==> config.mk <==
export PLATFORM = sky130hd
export DESIGN_NAME = axis_sw_arb
export DESIGN_NICKNAME = d
export VERILOG_FILES = /design/src/rtl/axis_sw_arb.sv
export SDC_FILE = /design/constraint.sdc
export NUM_CORES = 1
export LEC_CHECK = 0
export CORE_MARGIN = 2
export CORE_UTILIZATION = 47
export CTS_CLUSTER_DIAMETER = 100
export DETAILED_ROUTE_END_ITERATION = 12
export PLACE_DENSITY = 0.85
export SKIP_CTS_REPAIR_TIMING = 1
export SYNTH_ARGS = -nofsm -noshare
export SYNTH_HDL_FRONTEND = slang
export SYNTH_SLANG_ARGS = --single-unit
==> constraint.sdc <==
create_clock -name axis_clk -period 3.85 [get_ports axis_clk]
set_input_delay 0.77 -clock axis_clk [delete_from_list [all_inputs] [get_ports axis_clk]]
set_output_delay 0.77 -clock axis_clk [all_outputs]
set_load 0.03 [all_outputs]
==> src/rtl/axis_sw_arb.sv <==
// axis_sw_arb - upstream arbiter for the AXI-Stream switch.
//
// Shares the single IO-serdes output stream among PORTS requesters
// (user project, axilite bridge, logic analyzer). Combines fixed-priority
// high-priority requests, round-robin normal requests and a burst limit.
// Grant outputs are registered and drive the switch mux and tready gating.
//
// Ports:
//   axis_clk   clock
//   axis_rst   synchronous reset, active-high
//   req        per-source tvalid (normal request)
//   hi_req     per-source high-priority request (needs req[i] as well)
//   req_mask   0 disables a port entirely
//   hi_mask    0 ignores hi_req[i]
//   burst_max  max beats per normal grant, 0 = unlimited
//   beat       output handshake (tvalid & tready)
//   last       tlast of the current beat
//   grant      one-hot registered grant, zero = none
//   grant_tid  index of the granted port, 0 when no grant
//   grant_hi   current grant was issued as high priority
//   busy       grant is non-zero
//
// state      | meaning
// -----------+------------------------------------------------------
// ST_IDLE    | no grant; arbitrate every cycle
// ST_GRANTED | one port owns the stream until a release condition

module axis_sw_arb #(
  parameter int PORTS        = 3,
  parameter int CNT_WIDTH    = 4,
  parameter bit LAST_HI_ONLY = 1'b1
) (
  input  logic                 axis_clk,
  input  logic                 axis_rst,
  input  logic [PORTS-1:0]     req,
  input  logic [PORTS-1:0]     hi_req,
  input  logic [PORTS-1:0]     req_mask,
  input  logic [PORTS-1:0]     hi_mask,
  input  logic [CNT_WIDTH-1:0] burst_max,
  input  logic                 beat,
  input  logic                 last,
  output logic [PORTS-1:0]     grant,
  output logic [1:0]           grant_tid,
  output logic                 grant_hi,
  output logic                 busy
);

  typedef enum logic {ST_IDLE, ST_GRANTED} state_t;

  state_t               state;
  logic [1:0]           rr_ptr;
  logic [CNT_WIDTH-1:0] beat_cnt;

  logic [PORTS-1:0]     ereq;
  logic [PORTS-1:0]     ehi;
  logic [PORTS-1:0]     nreq;
  logic [PORTS-1:0]     nreq_x;
  logic [PORTS-1:0]     excl;
  logic                 req_cur;
  logic                 mask_cur;
  logic                 burst_hit;
  logic                 release_now;
  logic                 arb_en;
  logic                 win_valid;
  logic                 win_hi;
  logic [1:0]           win_idx;
  logic [PORTS-1:0]     win_onehot;

  assign ereq = req & req_mask;
  assign ehi  = ereq & hi_req & hi_mask;

  assign req_cur  = |(grant & req);
  assign mask_cur = |(grant & req_mask);

  // Burst limit fires on the Nth beat; hi grants may be exempt so a
  // priority packet is never split.
  assign burst_hit = beat && (burst_max != '0) &&
                     (beat_cnt == (burst_max - CNT_WIDTH'(1))) &&
                     (!grant_hi || !LAST_HI_ONLY);

  assign release_now = (state == ST_GRANTED) &&
                       ((beat && last) || burst_hit ||
                        (!req_cur && !beat) || !mask_cur);

  assign arb_en = (state == ST_IDLE) || release_now;

  // The port being released only re-wins a normal grant when nobody else
  // is asking. After a normal grant rr_ptr already points at it, but after
  // a hi grant it does not, so exclude it explicitly.
  assign excl   = release_now ? grant : '0;
  assign nreq_x = ereq & ~excl;
  assign nreq   = (nreq_x != '0) ? nreq_x : ereq;

  always_comb begin
    int idx;
    idx       = 0;
    win_valid = 1'b0;
    win_hi    = 1'b0;
    win_idx   = 2'd0;
    if (ehi != '0) begin
      // Descending scan leaves the lowest set index.
      for (int i = PORTS - 1; i >= 0; i--) begin
        if (|(ehi & (PORTS'(1) << i))) win_idx = 2'(i);
      end
      win_valid = 1'b1;
      win_hi    = 1'b1;
    end else if (nreq != '0) begin
      // Descending distance scan leaves the nearest port after rr_ptr.
      for (int k = PORTS; k >= 1; k--) begin
        idx = int'(rr_ptr) + k;
        if (idx >= PORTS) idx = idx - PORTS;
        if (|(nreq & (PORTS'(1) << idx))) win_idx = 2'(idx);
      end
      win_valid = 1'b1;
    end
  end

  assign win_onehot = PORTS'(1) << win_idx;

  always_ff @(posedge axis_clk) begin
    if (axis_rst) begin
      state     <= ST_IDLE;
      grant     <= '0;
      grant_tid <= 2'd0;
      grant_hi  <= 1'b0;
      busy      <= 1'b0;
      beat_cnt  <= '0;
      rr_ptr    <= 2'(PORTS - 1);
    end else begin
      if (state == ST_GRANTED && beat && beat_cnt != '1)
        beat_cnt <= beat_cnt + CNT_WIDTH'(1);

      if (arb_en) begin
        if (win_valid) begin
          state     <= ST_GRANTED;
          grant     <= win_onehot;
          grant_tid <= win_idx;
          grant_hi  <= win_hi;
          busy      <= 1'b1;
          beat_cnt  <= '0;
          if (!win_hi) rr_ptr <= win_idx;
        end else begin
          state     <= ST_IDLE;
          grant     <= '0;
          grant_tid <= 2'd0;
          grant_hi  <= 1'b0;
          busy      <= 1'b0;
          beat_cnt  <= '0;
        end
      end
    end
  end

endmodule
---- Yosys cells after proc, flatten, opt, wreduce, memory -nomap -nowiden ----
Index checks and enable logic that the tools add are counted.
storage, ports and cells
  register bits ........................... 13
  bits in latches ......................... 0
  memory bits (writable) .................. 0
  ROM bits ................................ 0
  input port bits ......................... 20
  output and inout port bits .............. 7
  word-level logic and storage cells ...... 88
  memories kept ........................... 0
operators by class
  add/subtract/negate cells ............... 8
  multiply operators ...................... 0
  divide/modulo/power cells ............... 0
  order comparisons ....................... 3
  equal/unequal tests ..................... 2
  shift operators ......................... 4
  muxes and demuxes ....................... 26
  bitwise logic cells ..................... 12
  reductions and logical operators ........ 27
operator list
  operator                                              count
  2-to-1 mux 32 bit                                     9
  left shift 1 x 32 -> 3 bit (first input constant)     3
  AND 3 bit                                             9
  2-to-1 mux 2 bit                                      9
  OR reduction 3 bit                                    5
  subtractor 3 x 2 -> 4 bit (second input constant)     3
  >= comparator 3 x 2 -> 1 bit (second input constant)  3
  2-to-1 mux 3 bit                                      3
  nonzero test 3 bit                                    3
  logical AND 1 bit                                     8
  adder 2 x 2 -> 3 bit (second input constant)          2
  2-to-1 mux 1 bit                                      5
  adder 4 x 1 -> 4 bit (second input constant)          1
  equality test 4 bit                                   1
  zero test 1 bit                                       4
  logical OR 1 bit                                      4
  inequality test 4 bit (second input constant)         1
  nonzero test 4 bit                                    1
  subtractor 4 x 1 -> 4 bit (second input constant)     1
  adder 2 x 1 -> 3 bit (second input constant)          1
  NOT 3 bit                                             1
  AND reduction 3 bit                                   1
  left shift 1 x 2 -> 3 bit (first input constant)      1
  NOT 1 bit                                             2
  OR reduction 2 bit                                    1

---- Logic depth before layout (Yosys ltp) ----
  depth after elaboration ................. 26
  depth in mapped cells ................... 10
  gate-level depth less buffers ........... 10

---- Worst setup path before layout ----
OpenSTA, ideal clock, no wires.
  path type ............................... input port to flip-flop
  from .................................... in burst_max[0]
  to ...................................... reg grant[0]
  library setup time ...................... 0.117 ns
  arrival time ............................ 3.012 ns
  data required time ...................... 3.733 ns
  slack ................................... 0.721 ns
  stages on the path ...................... 10
  buffers on the path ..................... 0
  cell sequence ........................... inv_1 -> ha_1 -> xnor2_1 -> a2111oi_4 -> a31oi_4 -> o2111ai_1 -> o211ai_1 -> o211a_1 -> a2111o_1 -> a32o_1
between the ends
  cells in the longest elaborated chain, start to end .. 22
  elaborated cells between the ends (all ways) .. 32
  classes of those cells .................. add/sub: 1; eq/ne: 1; shift: 1; mux: 10; bitwise: 5; reduce/logical: 14
ends and longest elaborated chain
  item                                                                    RTL line  RTL
  from (decl)                                                             39        input logic [CNT_WIDTH-1:0] burst_max,
  subtractor 4 x 1 -> 4 bit / nonzero test 4 bit (equally long branches)  78, 77
  equality test 4 bit / logical AND 1 bit (equally long branches)         78, 77
  logical AND 1 bit (*)                                                   77        assign burst_hit = beat && (burst_max != '0) &&
  logical AND 1 bit (*)                                                   78        (beat_cnt == (burst_max - CNT_WIDTH'(1))) &&
  logical OR 1 bit (*) (2 in series)                                      82        ((beat && last) || burst_hit ||
  logical OR 1 bit (*)                                                    83        (!req_cur && !beat) || !mask_cur);
  logical AND 1 bit (*)                                                   81        assign release_now = (state == ST_GRANTED) &&
  2-to-1 mux 3 bit                                                        90        assign excl = release_now ? grant : '0;
  (+3 left out)                                                           -
  2-to-1 mux 3 bit                                                        92        assign nreq = (nreq_x != '0) ? nreq_x : ereq;
  AND 3 bit                                                               112       if (|(nreq & (PORTS'(1) << idx))) win_idx = 2'(idx);
  OR reduction 3 bit                                                      112
  2-to-1 mux 2 bit (3 in series)                                          112
  2-to-1 mux 2 bit                                                        107       end else if (nreq != '0) begin
  2-to-1 mux 2 bit                                                        100       if (ehi != '0) begin
  left shift 1 x 2 -> 3 bit                                               118       assign win_onehot = PORTS'(1) << win_idx;
  2-to-1 mux 3 bit                                                        134       if (win_valid) begin
  to (signal assigned)                                                    136       grant <= win_onehot;
  to (decl)                                                               42        output logic [PORTS-1:0] grant,
Every way passes the cells marked *; elsewhere a longest branch is shown, timed or not.
A chain may end at the register's enable or synchronous reset.

---- Worst setup path after layout ----
Ends and elaborated chain as after synthesis.

==> parameters.txt <==
Parameter                              Value

Die
  Die span in y    50.4 um
  Number of standard-cell rows in the floorplan    16
  Initial core utilization    about half
  Die Footprint    roughly 0.0025 sq mm
  Core area    around 0.002 sq mm
  Count of boundary I/O pins    27
  Die outline width    50.4 um

Layout
  Diodes inserted    0
  Commonest non-fill, non-tap cell in the layout    clkdlybuf4s50_1
  Final net count    175
  Share of layout cells above drive strength 1    11.4%
  Fill cell count    171
  Area overhead of the layout relative to synthesis    32.5%
  Top library cells by usage in the layout, fill and taps aside    clkdlybuf4s50_1 (26), dfxtp_1 (13), nor2_1 (10), nand2_1 (10), nand3_1 (8)

Logic synthesis
  Mapped Nets    143
  Number of synthesis warnings    0
  Async set-or-reset flop fraction in the synthesized netlist    0%
  Flip-flop and latch count after synthesis    13
  Post-synthesis sequential area ratio    25.7%
  Mean post-synth cell area    8.59 sq um
  Post-synthesis cell type count    43
  Post-synthesis cell area    0.00101 sq mm
  Mux cell area share after synthesis    about 2.0%
  Count of mapped cells out of synthesis    around 120
  XOR/XNOR share of the synthesized area    7.78%
  Compound-cell area share of the yosys netlist    approximately 34%
  Most instantiated flip-flop cell in the synthesis netlist    dfxtp_1
  Fraction of the mapped netlist area in simple logic gates    21.6%
  Adder-Cell Fraction of Synth Area    6.17%
  Largest family of logic cells by synthesized area    compound AO/OA/AOI/OAI gates
  Number of flops mapped to enable cells by yosys    0

Clocking
  Reg clk slew, reported paths    0.07 ns
  Clock latency on the worst-skew pair    0.27 ns
  Cts bufs inserted    3
  Depth of the CTS H-tree    1
  Count of clock tree sinks    13
  TritonCTS clock tree    yes
  Maximum root-to-sink buffer count    2
  Root buf cell    clkbuf_4

Power
  Pwr dens    roughly 280 mW/mm^2
  Internal power    250 uW
  Static leakage power    0.506 nW
  Share of total power in combinational logic    37.5%
  Tot Pwr    379 uW
  Switching power    approximately 130 uW
  Relative contribution of the clock network to total power    a little over a fifth
  Sequential cell fraction of total power    roughly two fifths
  Worst-case vdd ir drop    roughly 0.21 mV
  Switching part of the total power    ~34%

Worst setup path
  Worst setup SP type    primary input
  Maximum fanout encountered on the critical timing path    7
  Worst reg-to-reg setup slack    1.14 ns
  Required time at the endpoint of the critical path    4.02 ns
  Largest stage delay on the critical path    0.52 ns
  Critical Path Sink Type    register
  Cell-by-cell listing of the critical path    clkdlybuf4s50_1 > inv_1 > ha_1 > xnor2_1 > a2111oi_4 > a31oi_4 > o2111ai_1 > o211ai_1 > o211a_1 > a2111o_1 > a32o_1
  Slowest-stage cell, CP    clkdlybuf4s50_1
  Data arrival time of the critical path    ~3.8 ns
  Worst Setup Path Type    in -> reg

Detailed routing
  DR iter-0 viols    24
  Total DRC errors in the routed layout    0
  Vias    between 1,000 and 1,500
  Antenna Violating Nets Remaining    0
  Total iterations of the first detailed-routing run    4
  Total Routed Length    2.56 mm
  Routed WL per cell    14.5 um
  Number of vias per cell after detailed routing    approximately 6

Global routing
  Maximum number of pins on one net before global-route repair    9
  Global-route wire length before repair    4.49 mm
  Overall overflow remaining after global route    0
  Number of antenna violations at the first check in global routing    0
  Aggregate global-route resource usage    22.8%
  Number of global-route vias before repair    1,075

Placement
  Number of port buffers    26
  Total half-perimeter wirelength after legalization and detailed placement    2.00 mm
  Dpl ws    -0.0279 ns
  Last weighted congestion value of the routability-driven placer    0.960

Timing
  Fmax    0.279 GHz
  Slew HR    a little under three quarters
  Ratio of final minimum period to clock period    between 90% and 100%
  Worst-case clock skew    0.00520 ns
  Total count of hold-check failures in the final report    0
  Worst path setup slack after routing    ~0.27 ns
  Slew at the pin closest to its max-slew limit    0.423 ns
  Final min period    approximately 3.6 ns
  RSZ-0062 raised after global routing    no
  Setup-violating endpoint count in the final report    0
  Final slew viol count    0
  Hold Slack    0.481 ns

Worst hold path
  Type of the worst min-delay path    reg -> reg

Outcome
  Run status    completed

Run
  Max-cap violation count    0
[per-layer routing]
metal	GRT usage [%]	part of all wire, %	wire [um]
met5	0	0	0
met4	8.11	0.90	23
met3	4.17	6.8	174
met1	28.5	47	1200
met2	39.0	45	1160
[cell usage after synthesis (2+ instances only)]
library cell | number | area share (%)
xor2_1 | 4 | 3.5
o211a_1 | 2 | 2.0
dfxtp_1 | 13 | 26
nor2_1 | 10 | 3.7
o21ai_1 | 2 | 0.99
o22ai_1 | 3 | 1.9
a32o_1 | 2 | 2.0
mux2i_1 | 2 | 2.0
o211ai_1 | 2 | 1.5
nand4_1 | 4 | 2.5
inv_1 | 7 | 2.6
o31ai_1 | 2 | 1.5
o21a_1 | 2 | 1.5
or2_2 | 2 | 1.2
and2_1 | 2 | 1.2
nand3_1 | 8 | 4.0
nand2_1 | 10 | 3.7
o2111ai_1 | 4 | 3.5
o221a_2 | 2 | 2.2
a21oi_1 | 2 | 0.99
ha_1 | 5 | 6.2
xnor2_1 | 5 | 4.3
o21ai_0 | 2 | 0.99
nor3_1 | 2 | 0.99
[state kept, by name, summed over array words and instances, names as in the netlist]
signal	cells
beat_cnt	4
grant	3
grant_hi	1
grant_tid	2
rr_ptr	2
state	1
[cell families (layout without fill, tap and decap cells)]
group / after synthesis / count (layout)
DFF: 13 / 13
adders and majority gates: 5 / 5
and+or+nand+nor: 44 / 44
buffers and inverters: 7 / 38
xor gates and xnor gates: 9 / 9
AOI/OAI and AO/OA: 38 / 38
muxes: 2 / 2
[per-stage QoR]
step           std cells  utilization [%]  TNS, ns  cell area (sq um)
2_1_floorplan        118                -        0               1010
3_3_place_gp         172             65.7        0               1320
3_5_place_dp         172             65.7  -0.0279               1320
4_1_cts              176             67.1        0               1340
5_1_grt              176             67.1        0               1340
6_report             176             67.1        0               1340
[final timing paths]
kind,to,startpoint,cells after the start
worst max register to register,grant[0],grant[0],8
worst min register to register,grant_tid[1],grant_tid[1],2
worst min-delay path,grant_tid[1],grant_tid[1],2
worst max-delay path,grant[0],burst_max[0],11
[layout make-up]
cell class                 instances  area [sq um]  share of cell area [%]
clock inverter                     1          5.00                   0.373
tap                               27          33.8                    2.52
sequential                        13           260                    19.4
timing repair buffer              27           268                    19.9
clock buffer                       3          22.5                    1.68
inverter                           7          26.3                    1.96
multi-input combinational         98           727                    54.1
[power groups by stage]
stage | registers, mW | logic [mW] | clock network [mW]
2_1_floorplan | 0.164 | 0.0790 | 0
3_3_place_gp | 0.156 | 0.137 | 0
4_1_cts | 0.153 | 0.141 | 0.0835
3_5_place_dp | 0.157 | 0.140 | 0
5_1_grt | 0.156 | 0.154 | 0.0899
6_report | 0.154 | 0.142 | 0.0827
[worst max-delay path: cells and delay by family]
kind / cells / cell delay (ns)
adders and majority gates: 1 / 0.30
xor gates and xnor gates: 1 / 0.16
AOI/OAI and AO/OA: 7 / 1.94
buffers and inverters: 2 / 0.58
(Power assumes the default switching activity.)
